**src/rtl/acc_sample_assembler_if.sv**
```systemverilog
// -----------------------------------------------------------------------------
// acc_sample_assembler_if
// Purpose : groups the byte-stream input and the axis-sample output of the
//           accelerometer sample assembler into one bundle.
// Signals : byte_valid/byte_data/frame_start/nack_err  - from the I2C read engine
//           ax/ay/az/sample_valid/frame_err/frame_cnt   - to flight control
// Modports: master - byte-stream producer / sample consumer side
//           slave  - the assembler itself
// -----------------------------------------------------------------------------
interface acc_sample_assembler_if;
    logic               byte_valid;
    logic [7:0]         byte_data;
    logic               frame_start;
    logic               nack_err;
    logic signed [15:0] ax;
    logic signed [15:0] ay;
    logic signed [15:0] az;
    logic               sample_valid;
    logic               frame_err;
    logic [7:0]         frame_cnt;

    modport master (
        output byte_valid, byte_data, frame_start, nack_err,
        input  ax, ay, az, sample_valid, frame_err, frame_cnt
    );

    modport slave (
        input  byte_valid, byte_data, frame_start, nack_err,
        output ax, ay, az, sample_valid, frame_err, frame_cnt
    );
endinterface

```
**src/rtl/acc_sample_assembler.sv**
```systemverilog
// -----------------------------------------------------------------------------
// acc_sample_assembler
// Purpose : assembles the 6-byte burst (X_L X_H Y_L Y_H Z_L Z_H) from the
//           accelerometer I2C read engine into three signed 16-bit samples,
//           with resync / abort / inter-byte timeout framing checks.
// Ports   : clk12M - 12 MHz clock
//           rst    - synchronous active-high reset
//           bus    - acc_sample_assembler_if.slave (byte stream in, samples out)
// Params  : TIMEOUT_CYC - max cycles between consecutive bytes of one frame
//           LOW_FIRST   - 1: low byte of each axis first, 0: high byte first
// Option  : define ACC_AVG_EN to publish a 4-frame boxcar average per axis
//           (one extra cycle of latency, no strobe for the first 3 frames).
// -----------------------------------------------------------------------------
module acc_sample_assembler #(
    parameter int unsigned TIMEOUT_CYC = 4800,
    parameter bit          LOW_FIRST   = 1'b1
) (
    input  logic                  clk12M,
    input  logic                  rst,
    acc_sample_assembler_if.slave bus
);

    localparam int unsigned GAP_W = $clog2(TIMEOUT_CYC + 1);

    localparam logic [1:0] ST_IDLE    = 2'd0;
    localparam logic [1:0] ST_COLLECT = 2'd1;
    localparam logic [1:0] ST_PUBLISH = 2'd2;

    logic [1:0]         state_q, state_d;
    logic [2:0]         idx_q, idx_d;
    logic [GAP_W-1:0]   gap_q, gap_d;
    logic [7:0]         buf_q [5];
    logic [7:0]         buf_d [5];
    logic signed [15:0] ax_q, ax_d;
    logic signed [15:0] ay_q, ay_d;
    logic signed [15:0] az_q, az_d;
    logic               sample_valid_q, sample_valid_d;
    logic               frame_err_q, frame_err_d;
    logic [7:0]         frame_cnt_q, frame_cnt_d;

    logic [15:0]        word_x, word_y, word_z;

    // Orders one axis byte pair into a 16-bit word.
    function automatic logic [15:0] pair_word(input logic [7:0] first, input logic [7:0] second);
        return LOW_FIRST ? {second, first} : {first, second};
    endfunction

    // The sixth byte is used straight off the bus so the word is ready on its arrival edge.
    assign word_x = pair_word(buf_q[0], buf_q[1]);
    assign word_y = pair_word(buf_q[2], buf_q[3]);
    assign word_z = pair_word(buf_q[4], bus.byte_data);

`ifdef ACC_AVG_EN
    logic signed [15:0] hist_q [3][4];
    logic signed [15:0] hist_d [3][4];
    logic [2:0]         fill_q, fill_d;

    // Mean of four samples, floor rounding (arithmetic shift of the 18-bit sum).
    function automatic logic signed [15:0] avg4(input logic signed [15:0] a,
                                                input logic signed [15:0] b,
                                                input logic signed [15:0] c,
                                                input logic signed [15:0] d);
        logic signed [17:0] sum;
        sum = {{2{a[15]}}, a} + {{2{b[15]}}, b} + {{2{c[15]}}, c} + {{2{d[15]}}, d};
        return sum[17:2];
    endfunction
`endif

    // Next-state and output logic.
    always_comb begin
        state_d        = state_q;
        idx_d          = idx_q;
        gap_d          = gap_q;
        buf_d          = buf_q;
        ax_d           = ax_q;
        ay_d           = ay_q;
        az_d           = az_q;
        sample_valid_d = 1'b0;
        frame_err_d    = 1'b0;
        frame_cnt_d    = frame_cnt_q;
`ifdef ACC_AVG_EN
        hist_d         = hist_q;
        fill_d         = fill_q;

        // Output stage of the filter runs in the PUBLISH cycle, on the updated history.
        if (state_q == ST_PUBLISH) begin
            ax_d           = avg4(hist_q[0][0], hist_q[0][1], hist_q[0][2], hist_q[0][3]);
            ay_d           = avg4(hist_q[1][0], hist_q[1][1], hist_q[1][2], hist_q[1][3]);
            az_d           = avg4(hist_q[2][0], hist_q[2][1], hist_q[2][2], hist_q[2][3]);
            sample_valid_d = (fill_q == 3'd4);
            frame_cnt_d    = frame_cnt_q + 8'd1;
        end
`endif

        case (state_q)
            // PUBLISH handles incoming bytes exactly like IDLE.
            ST_IDLE, ST_PUBLISH: begin
                state_d = ST_IDLE;
                idx_d   = 3'd0;
                gap_d   = '0;
                if (bus.byte_valid && !bus.nack_err) begin
                    if (bus.frame_start) begin
                        buf_d[0] = bus.byte_data;
                        idx_d    = 3'd1;
                        state_d  = ST_COLLECT;
                    end else begin
                        frame_err_d = 1'b1;
                    end
                end
            end

            ST_COLLECT: begin
                if (bus.nack_err) begin
                    frame_err_d = 1'b1;
                    state_d     = ST_IDLE;
                    idx_d       = 3'd0;
                    gap_d       = '0;
                end else if (bus.byte_valid && bus.frame_start) begin
                    // Resync: drop the partial frame, restart with this byte.
                    frame_err_d = 1'b1;
                    buf_d[0]    = bus.byte_data;
                    idx_d       = 3'd1;
                    gap_d       = '0;
                end else if (bus.byte_valid) begin
                    gap_d = '0;
                    if (idx_q == 3'd5) begin
                        state_d = ST_PUBLISH;
                        idx_d   = 3'd0;
`ifdef ACC_AVG_EN
                        for (int a = 0; a < 3; a++) begin
                            for (int k = 3; k > 0; k--) begin
                                hist_d[a][k] = hist_q[a][k-1];
                            end
                        end
                        hist_d[0][0] = word_x;
                        hist_d[1][0] = word_y;
                        hist_d[2][0] = word_z;
                        fill_d       = (fill_q == 3'd4) ? fill_q : fill_q + 3'd1;
`else
                        ax_d           = word_x;
                        ay_d           = word_y;
                        az_d           = word_z;
                        sample_valid_d = 1'b1;
                        frame_cnt_d    = frame_cnt_q + 8'd1;
`endif
                    end else begin
                        buf_d[idx_q] = bus.byte_data;
                        idx_d        = idx_q + 3'd1;
                    end
                end else if (gap_q == GAP_W'(TIMEOUT_CYC - 1)) begin
                    // This idle cycle makes the gap TIMEOUT_CYC long: abort.
                    frame_err_d = 1'b1;
                    state_d     = ST_IDLE;
                    idx_d       = 3'd0;
                    gap_d       = '0;
                end else begin
                    gap_d = gap_q + GAP_W'(1);
                end
            end

            default: begin
                state_d = ST_IDLE;
                idx_d   = 3'd0;
                gap_d   = '0;
            end
        endcase
    end

    // State and output registers.
    always_ff @(posedge clk12M) begin
        if (rst) begin
            state_q        <= ST_IDLE;
            idx_q          <= 3'd0;
            gap_q          <= '0;
            for (int i = 0; i < 5; i++) begin
                buf_q[i] <= 8'd0;
            end
            ax_q           <= 16'sd0;
            ay_q           <= 16'sd0;
            az_q           <= 16'sd0;
            sample_valid_q <= 1'b0;
            frame_err_q    <= 1'b0;
            frame_cnt_q    <= 8'd0;
`ifdef ACC_AVG_EN
            for (int a = 0; a < 3; a++) begin
                for (int k = 0; k < 4; k++) begin
                    hist_q[a][k] <= 16'sd0;
                end
            end
            fill_q         <= 3'd0;
`endif
        end else begin
            state_q        <= state_d;
            idx_q          <= idx_d;
            gap_q          <= gap_d;
            buf_q          <= buf_d;
            ax_q           <= ax_d;
            ay_q           <= ay_d;
            az_q           <= az_d;
            sample_valid_q <= sample_valid_d;
            frame_err_q    <= frame_err_d;
            frame_cnt_q    <= frame_cnt_d;
`ifdef ACC_AVG_EN
            hist_q         <= hist_d;
            fill_q         <= fill_d;
`endif
        end
    end

    assign bus.ax           = ax_q;
    assign bus.ay           = ay_q;
    assign bus.az           = az_q;
    assign bus.sample_valid = sample_valid_q;
    assign bus.frame_err    = frame_err_q;
    assign bus.frame_cnt    = frame_cnt_q;

endmodule
```
**src/flat_wrapper.sv**
```systemverilog
// flat-port wrapper written by rule: the top's interface ports become plain ports
module acc_sample_assembler_flat 
#(
    parameter int unsigned TIMEOUT_CYC = 4800,
    parameter bit          LOW_FIRST   = 1'b1
)
  (clk12M, rst, bus_byte_valid, bus_byte_data, bus_frame_start, bus_nack_err, bus_ax, bus_ay, bus_az, bus_sample_valid, bus_frame_err, bus_frame_cnt);
  acc_sample_assembler_if bus_i ();
  input  logic clk12M;
  input  logic rst;
  input wire logic [$bits(bus_i.byte_valid)-1:0] bus_byte_valid;
  input wire logic [$bits(bus_i.byte_data)-1:0] bus_byte_data;
  input wire logic [$bits(bus_i.frame_start)-1:0] bus_frame_start;
  input wire logic [$bits(bus_i.nack_err)-1:0] bus_nack_err;
  output wire logic [$bits(bus_i.ax)-1:0] bus_ax;
  output wire logic [$bits(bus_i.ay)-1:0] bus_ay;
  output wire logic [$bits(bus_i.az)-1:0] bus_az;
  output wire logic [$bits(bus_i.sample_valid)-1:0] bus_sample_valid;
  output wire logic [$bits(bus_i.frame_err)-1:0] bus_frame_err;
  output wire logic [$bits(bus_i.frame_cnt)-1:0] bus_frame_cnt;
  assign bus_i.byte_valid = bus_byte_valid;
  assign bus_i.byte_data = bus_byte_data;
  assign bus_i.frame_start = bus_frame_start;
  assign bus_i.nack_err = bus_nack_err;
  assign bus_ax = bus_i.ax;
  assign bus_ay = bus_i.ay;
  assign bus_az = bus_i.az;
  assign bus_sample_valid = bus_i.sample_valid;
  assign bus_frame_err = bus_i.frame_err;
  assign bus_frame_cnt = bus_i.frame_cnt;
  acc_sample_assembler #(.TIMEOUT_CYC(TIMEOUT_CYC), .LOW_FIRST(LOW_FIRST)) u_core (.clk12M(clk12M), .rst(rst), .bus(bus_i));
endmodule
```
**config.mk**
```make
export PLATFORM = sky130hd
export DESIGN_NAME = acc_sample_assembler_flat
export DESIGN_NICKNAME = d
export VERILOG_FILES = /design/src/rtl/acc_sample_assembler_if.sv /design/src/rtl/acc_sample_assembler.sv /design/src/flat_wrapper.sv
export SDC_FILE = /design/constraint.sdc
export NUM_CORES = 1
export LEC_CHECK = 0
export ABC_CLOCK_PERIOD_IN_PS = 2600
export BUFFER_PORTS_ARGS = -buffer_cell sky130_fd_sc_hd__buf_4
export CAP_MARGIN = 20
export CORE_UTILIZATION = 45
export DETAILED_ROUTE_END_ITERATION = 8
export GPL_TIMING_DRIVEN = 0
export PLACE_DENSITY = 0.77
export RECOVER_POWER = 50
export SYNTH_ARGS = -nofsm -noshare
export SYNTH_HDL_FRONTEND = slang
export SYNTH_SLANG_ARGS = --single-unit
```
**constraint.sdc**
```tcl
create_clock -name clk12M -period 2.6 [get_ports clk12M]
set_clock_uncertainty 0.1 [all_clocks]
set_input_delay 0.52 -clock clk12M [delete_from_list [all_inputs] [get_ports clk12M]]
set_output_delay 0.52 -clock clk12M [all_outputs]
set_load 0.03 [all_outputs]
```
==> flow_metrics.env, run 1 <==
export IMPL_cts_hold_buffers=0
export IMPL_slew_violations=0
export IMPL_ir_drop_mv=0.470
export IMPL_grt_total_usage_pct=21.7
export IMPL_ctsResizeCount=0
export IMPL_post_route_util_pct=57.7
export IMPL_fmax_mhz=477
export IMPL_path_clk_slew_ps=60
export IMPL_p_leak_nw=2.04
export IMPL_gp_congestion=0.841
export IMPL_synth_top_area_share_pct=54.3
export IMPL_grt_pass1_wl_um=16600
export IMPL_synth_xor_area_share_pct=3.27
export IMPL_synth_cell_type_count=36
export IMPL_synth_area_um2=4280
export IMPL_synth_top_family_by_area="simple AND/OR/NAND/NOR gates"
export IMPL_final_cell_mix="dfxtp_1 (116), nand2_1 (107), clkbuf_1 (83)"
export IMPL_setup_viol=0
export IMPL_cts_tree="built"
export IMPL_n_fill_cell=813
export IMPL_cp_end_kind="flip-flop"
export IMPL_core_area_um2=9240
export IMPL_synthCells=480
export IMPL_synth_edf_count=0
export IMPL_worst_slew_pin_slew_ps=720
export IMPL_critPathArrivalTime_ps=2410
export IMPL_viasPerCell=5.05
export IMPL_final_common_cell="dfxtp_1"
export IMPL_clock_latency_ps=520
export IMPL_synthAdderAreaFrac_pct=0.585
export IMPL_synth_compound_area_share_pct=9.68
export IMPL_chipHeight_um=99.5
export IMPL_cts_setup_buffers=0
export IMPL_design_die_area_um2=9910
export IMPL_wire_per_inst_um=14.4
export IMPL_synthSimpleGateAreaFrac_pct=21.7
export IMPL_drc_errors=0
export IMPL_synthTopCellsByArea="dfxtp_1 (54%), nand2_1 (9.4%), mux2i_1 (7.5%)"
export IMPL_syn_nets=495
export IMPL_synth_top_flop_cell="dfxtp_1"
export IMPL_htree_num_levels=4
export IMPL_area_growth_pct=24.6
export IMPL_synthArstFlopShare_pct=0
export IMPL_root_buffer="clkbuf_8"
export IMPL_portBuffers=69
export IMPL_fin_nets=583
export IMPL_cts_sinks=116
export IMPL_outcome="finished clean"
export IMPL_num_io_pins=71
export IMPL_ant_nets=0
export IMPL_min_period_ps=2100
export IMPL_grt_pass1_vias=3455
export IMPL_antennaDiodeCount=0
export IMPL_powerDensity_nw_per_um2=790
export IMPL_grt_ovfl_total=0
export IMPL_cts_buffers=17
export IMPL_yosys_warnings=0
export IMPL_synth_seq_cells=116
export IMPL_r2r_slack_ps=500
export IMPL_rows=35
export IMPL_worstPathRequired_ps=2910
export IMPL_vias=3584
export IMPL_setup_worst_path_class="reg -> reg"
export IMPL_hold_viol_final=0
export IMPL_synth_avg_cell_area_um2=8.92
export IMPL_grt_max_degree=17
export IMPL_rsz0062_at_grt="false"
export IMPL_synth_mux_area_share_pct=7.48
export IMPL_fin_setup_tns_ps=0
export IMPL_path_max_fanout=10
export IMPL_die_w_um=99.5
export IMPL_synth_seq_area_share_pct=54.3
export IMPL_cts_max_path_buffers=2
export IMPL_synth_top_area_cell="dfxtp_1"
export IMPL_worst_setup_path_start_kind="flip-flop"
export IMPL_dr_pass1_iters=5
export IMPL_layout_drive_gt1_share_pct=7.92
export IMPL_start_util_pct=46.3
export IMPL_min_path_type="in -> reg"
export IMPL_cap_viol_max_count=0
export IMPL_multi_input_area_um2=1830
export IMPL_initialDrtViolationCount=207
export IMPL_slew_headroom_pct=52.0
export IMPL_antenna_found_initial=0
export IMPL_seq_area_um2=2320
export IMPL_hpwl_um=6940
export IMPL_totalWireLength_um=10300
export IMPL_fin_crit_sh_pct=80.7
-- power by group --
group          leakage [nW]  internal (W)  switching [W]
combinational         0.813     0.0000257      0.0000639
clock                 0.292       0.00149       0.000844
sequential            0.935       0.00178     0.00000466
total                  2.04       0.00330       0.000912
-- worst paths after layout --
check / from / to / depth (start not counted)
setup / recovery: u_core.gap_q[10] / u_core.gap_q[5] / 5
hold / removal: bus_byte_data[2] / u_core.buf_q[34] / 2
setup reg to reg: u_core.gap_q[10] / u_core.gap_q[5] / 5
hold reg to reg: u_core.buf_q[18] / u_core.bus.ay[2] / 2
-- worst max-delay path, stage by stage, from the launching register on --
cell	delay (ps)
dfxtp_1	330
or4_1	500
or4_1	550
nand3b_1	180
buf_2	240
nor2_1	80
-- registers in the layout (all words and copies together), names as in the netlist --
register	cells
u_core.buf_q	40
u_core.bus.ax	16
u_core.bus.ay	16
u_core.bus.az	16
u_core.gap_q	13
u_core.bus.frame_cnt	8
u_core.idx_q	3
u_core.state_q	2
u_core.bus.frame_err	1
u_core.bus.sample_valid	1
-- layer usage --
layer	routed length, um	part of all wire (%)	vias up	track usage (%)
met3	616	6.0	16	6.11
met5	0	0	-	0
met4	157	1.5	0	9.73
met1	4350	42	1674	25.4
li1	-	-	1794	-
met2	5120	50	100	37.2
-- area by class of cell --
type | count | share of cell area [%]
Clock inverter | 14 | 3.31
Sequential cell | 116 | 43.5
Clock buffer | 18 | 8.02
Inverter | 6 | 0.422
Multi-Input combinational cell | 332 | 34.3
Tap cell | 129 | 3.03
Timing Repair Buffer | 69 | 5.56
Buffer | 26 | 1.88
-- through the flow --
step | cell area, um2 | worst slack, ps | power (W) | hold slack, ps | instances
after floorplan | 4280 | 513 | 0.00187 | 318 | 480
after global placement | 4960 | 128 | 0.00192 | 328 | 678
after detailed placement | 4960 | 98.6 | 0.00192 | 340 | 678
after CTS | 5560 | 494 | 0.00424 | 181 | 710
after global routing | 5340 | 383 | 0.00434 | 195 | 710
final | 5340 | 502 | 0.00421 | 202 | 710
-- kinds of logic after synthesis --
| group | after synthesis |
|---|---|
| mux | 32 |
| compound gates | 72 |
| fa+ha+maj | 2 |
| simple gates | 210 |
| flops | 116 |
| xor+xnor | 16 |
| buf+inv | 32 |
-- synthesized netlist by cell type (3+ instances only) --
library cell / number
or4_1: 4
a21oi_1: 57
inv_1: 6
nor2_1: 54
nor2b_1: 4
dfxtp_1: 116
xnor2_1: 12
xor2_1: 4
nand2_1: 107
a22o_1: 8
nand4_1: 5
nand3b_1: 3
mux2i_1: 32
nor3_1: 6
nand3_1: 7
nand2b_1: 4
clkbuf_1: 23
Power figures use the tool's default switching activity.
==> run 2, diff against run 1 <==
- ABC_CLOCK_PERIOD_IN_PS: 2600 -> 2100
- clock period: 2.6 -> 2.1 ns (I/O delays scaled with it)
==> flow_metrics.env, run 2 (synthesized netlist as in run 1, its figures left out) <==
export IMPL_outcome="finished clean"
export IMPL_area_growth_pct=25.3
export IMPL_worst_setup_path_start_kind="flip-flop"
export IMPL_drc_errors=0
export IMPL_vias=3595
export IMPL_cts_max_path_buffers=2
export IMPL_core_area_um2=9240
export IMPL_rows=35
export IMPL_critPathArrivalTime_ps=2400
export IMPL_min_period_ps=2050
export IMPL_path_clk_slew_ps=60
export IMPL_rsz0062_at_grt="false"
export IMPL_start_util_pct=46.3
export IMPL_crit_slowest_cell="or4_1"
export IMPL_setup_viol=0
export IMPL_regMostFlops="u_core.buf_q"
export IMPL_final_cell_mix="dfxtp_1 (116), nand2_1 (107), clkbuf_1 (82)"
export IMPL_clock_latency_ps=520
export IMPL_largest_reg_flops=40
export IMPL_hpwl_um=6940
export IMPL_p_leak_nw=2.05
export IMPL_slew_violations=0
export IMPL_p_total_w=0.00522
export IMPL_wire_per_inst_um=14.6
export IMPL_grt_total_usage_pct=21.7
export IMPL_design_die_area_um2=9910
export IMPL_hold_viol_final=0
export IMPL_worst_slew_pin_slew_ps=720
export IMPL_cts_sinks=116
export IMPL_antenna_found_initial=0
export IMPL_cp_end_kind="flip-flop"
export IMPL_fmax_mhz=488
export IMPL_fin_crit_sh_pct=97.7
export IMPL_setup_worst_path_class="reg -> reg"
export IMPL_slowest_delay_ps=530
export IMPL_path_max_fanout=4
export IMPL_fin_nets=584
export IMPL_initialDrtViolationCount=165
export IMPL_ant_nets=0
export IMPL_powerDensity_nw_per_um2=974
export IMPL_htree_num_levels=4
export IMPL_cts_hold_buffers=0
export IMPL_die_w_um=99.5
export IMPL_layout_drive_gt1_share_pct=8.76
export IMPL_grt_max_degree=17
export IMPL_grt_pass1_wl_um=16600
export IMPL_chipHeight_um=99.5
export IMPL_cp_cell_sequence="or4_1, or4_4, or3_1, a21oi_2"
export IMPL_viasPerCell=5.06
export IMPL_grt_ovfl_total=0
export IMPL_antennaDiodeCount=0
export IMPL_dr_pass1_iters=5
export IMPL_worstPathRequired_ps=2450
export IMPL_num_io_pins=71
export IMPL_portBuffers=69
export IMPL_hold_ws_ps=106
export IMPL_gp_congestion=0.841
export IMPL_slew_headroom_pct=52.0
export IMPL_cap_viol_max_count=0
export IMPL_cts_buffers=17
export IMPL_min_path_type="in -> reg"
export IMPL_totalWireLength_um=10400
export IMPL_cts_tree="built"
export IMPL_root_buffer="clkbuf_8"
export IMPL_final_common_cell="dfxtp_1"
export IMPL_ir_drop_mv=0.578
export IMPL_grt_pass1_vias=3454
==> run 2: report_power, final <==
group,internal [W],switching [W]
registers,0.00221,0.00000580
logic,0.0000331,0.0000808
clock network,0.00185,0.00104
==> run 2: cell type report <==
class / count / area [um2]
clock inverters: 14 / 176
well taps: 129 / 161
inverters: 6 / 22.5
repair buffers: 70 / 308
multi-input cells: 332 / 1840
clock buffers: 18 / 428
fillers: 807 / 3880
flip-flops and latches: 116 / 2320
plain buffers: 26 / 103
==> run 2: critical path: cells and delay by family (launching register included) <==
kind | cells | cell delay (ps)
compound gates | 1 | 160
flops | 1 | 330
simple gates | 3 | 1390
==> run 2: repair_timing <==
action / 4_1_cts / 5_1_grt
setup buffers: 0 / 1
endpoints found under the setup margin: 1 / 23
resized for setup: 1 / 3
==> run 2: per-stage QoR <==
stage	TNS [ps]	instance area (um2)	setup slack (ps)	cells	util, %
floorplan	0	4280	113	480	-
global placement	-11070	4960	-272	678	53.7
detailed placement	-11190	4960	-301	678	53.7
CTS	0	5570	4.96	710	60.2
global route	0	5360	6.68	711	58.0
finish	0	5360	48.7	711	58.0
==> run 2: final timing paths <==
| kind | from | endpoint | slack, ps | depth (start not counted) |
|---|---|---|---|---|
| max | u_core.gap_q[10] | u_core.bus.frame_err | 50 | 4 |
| max reg2reg | u_core.gap_q[10] | u_core.bus.frame_err | 50 | 4 |
| min | bus_byte_data[6] | u_core.buf_q[38] | 110 | 2 |
| min reg2reg | u_core.buf_q[18] | u_core.bus.ay[2] | 350 | 2 |
==> run 2: layer usage <==
| metal | share of wire, % | GRT usage, % |
|---|---|---|
| met1 | 44 | 25.4 |
| met2 | 49 | 37.2 |
| met3 | 5.5 | 6.11 |
| met4 | 1.9 | 9.73 |
| met5 | 0 | 0 |
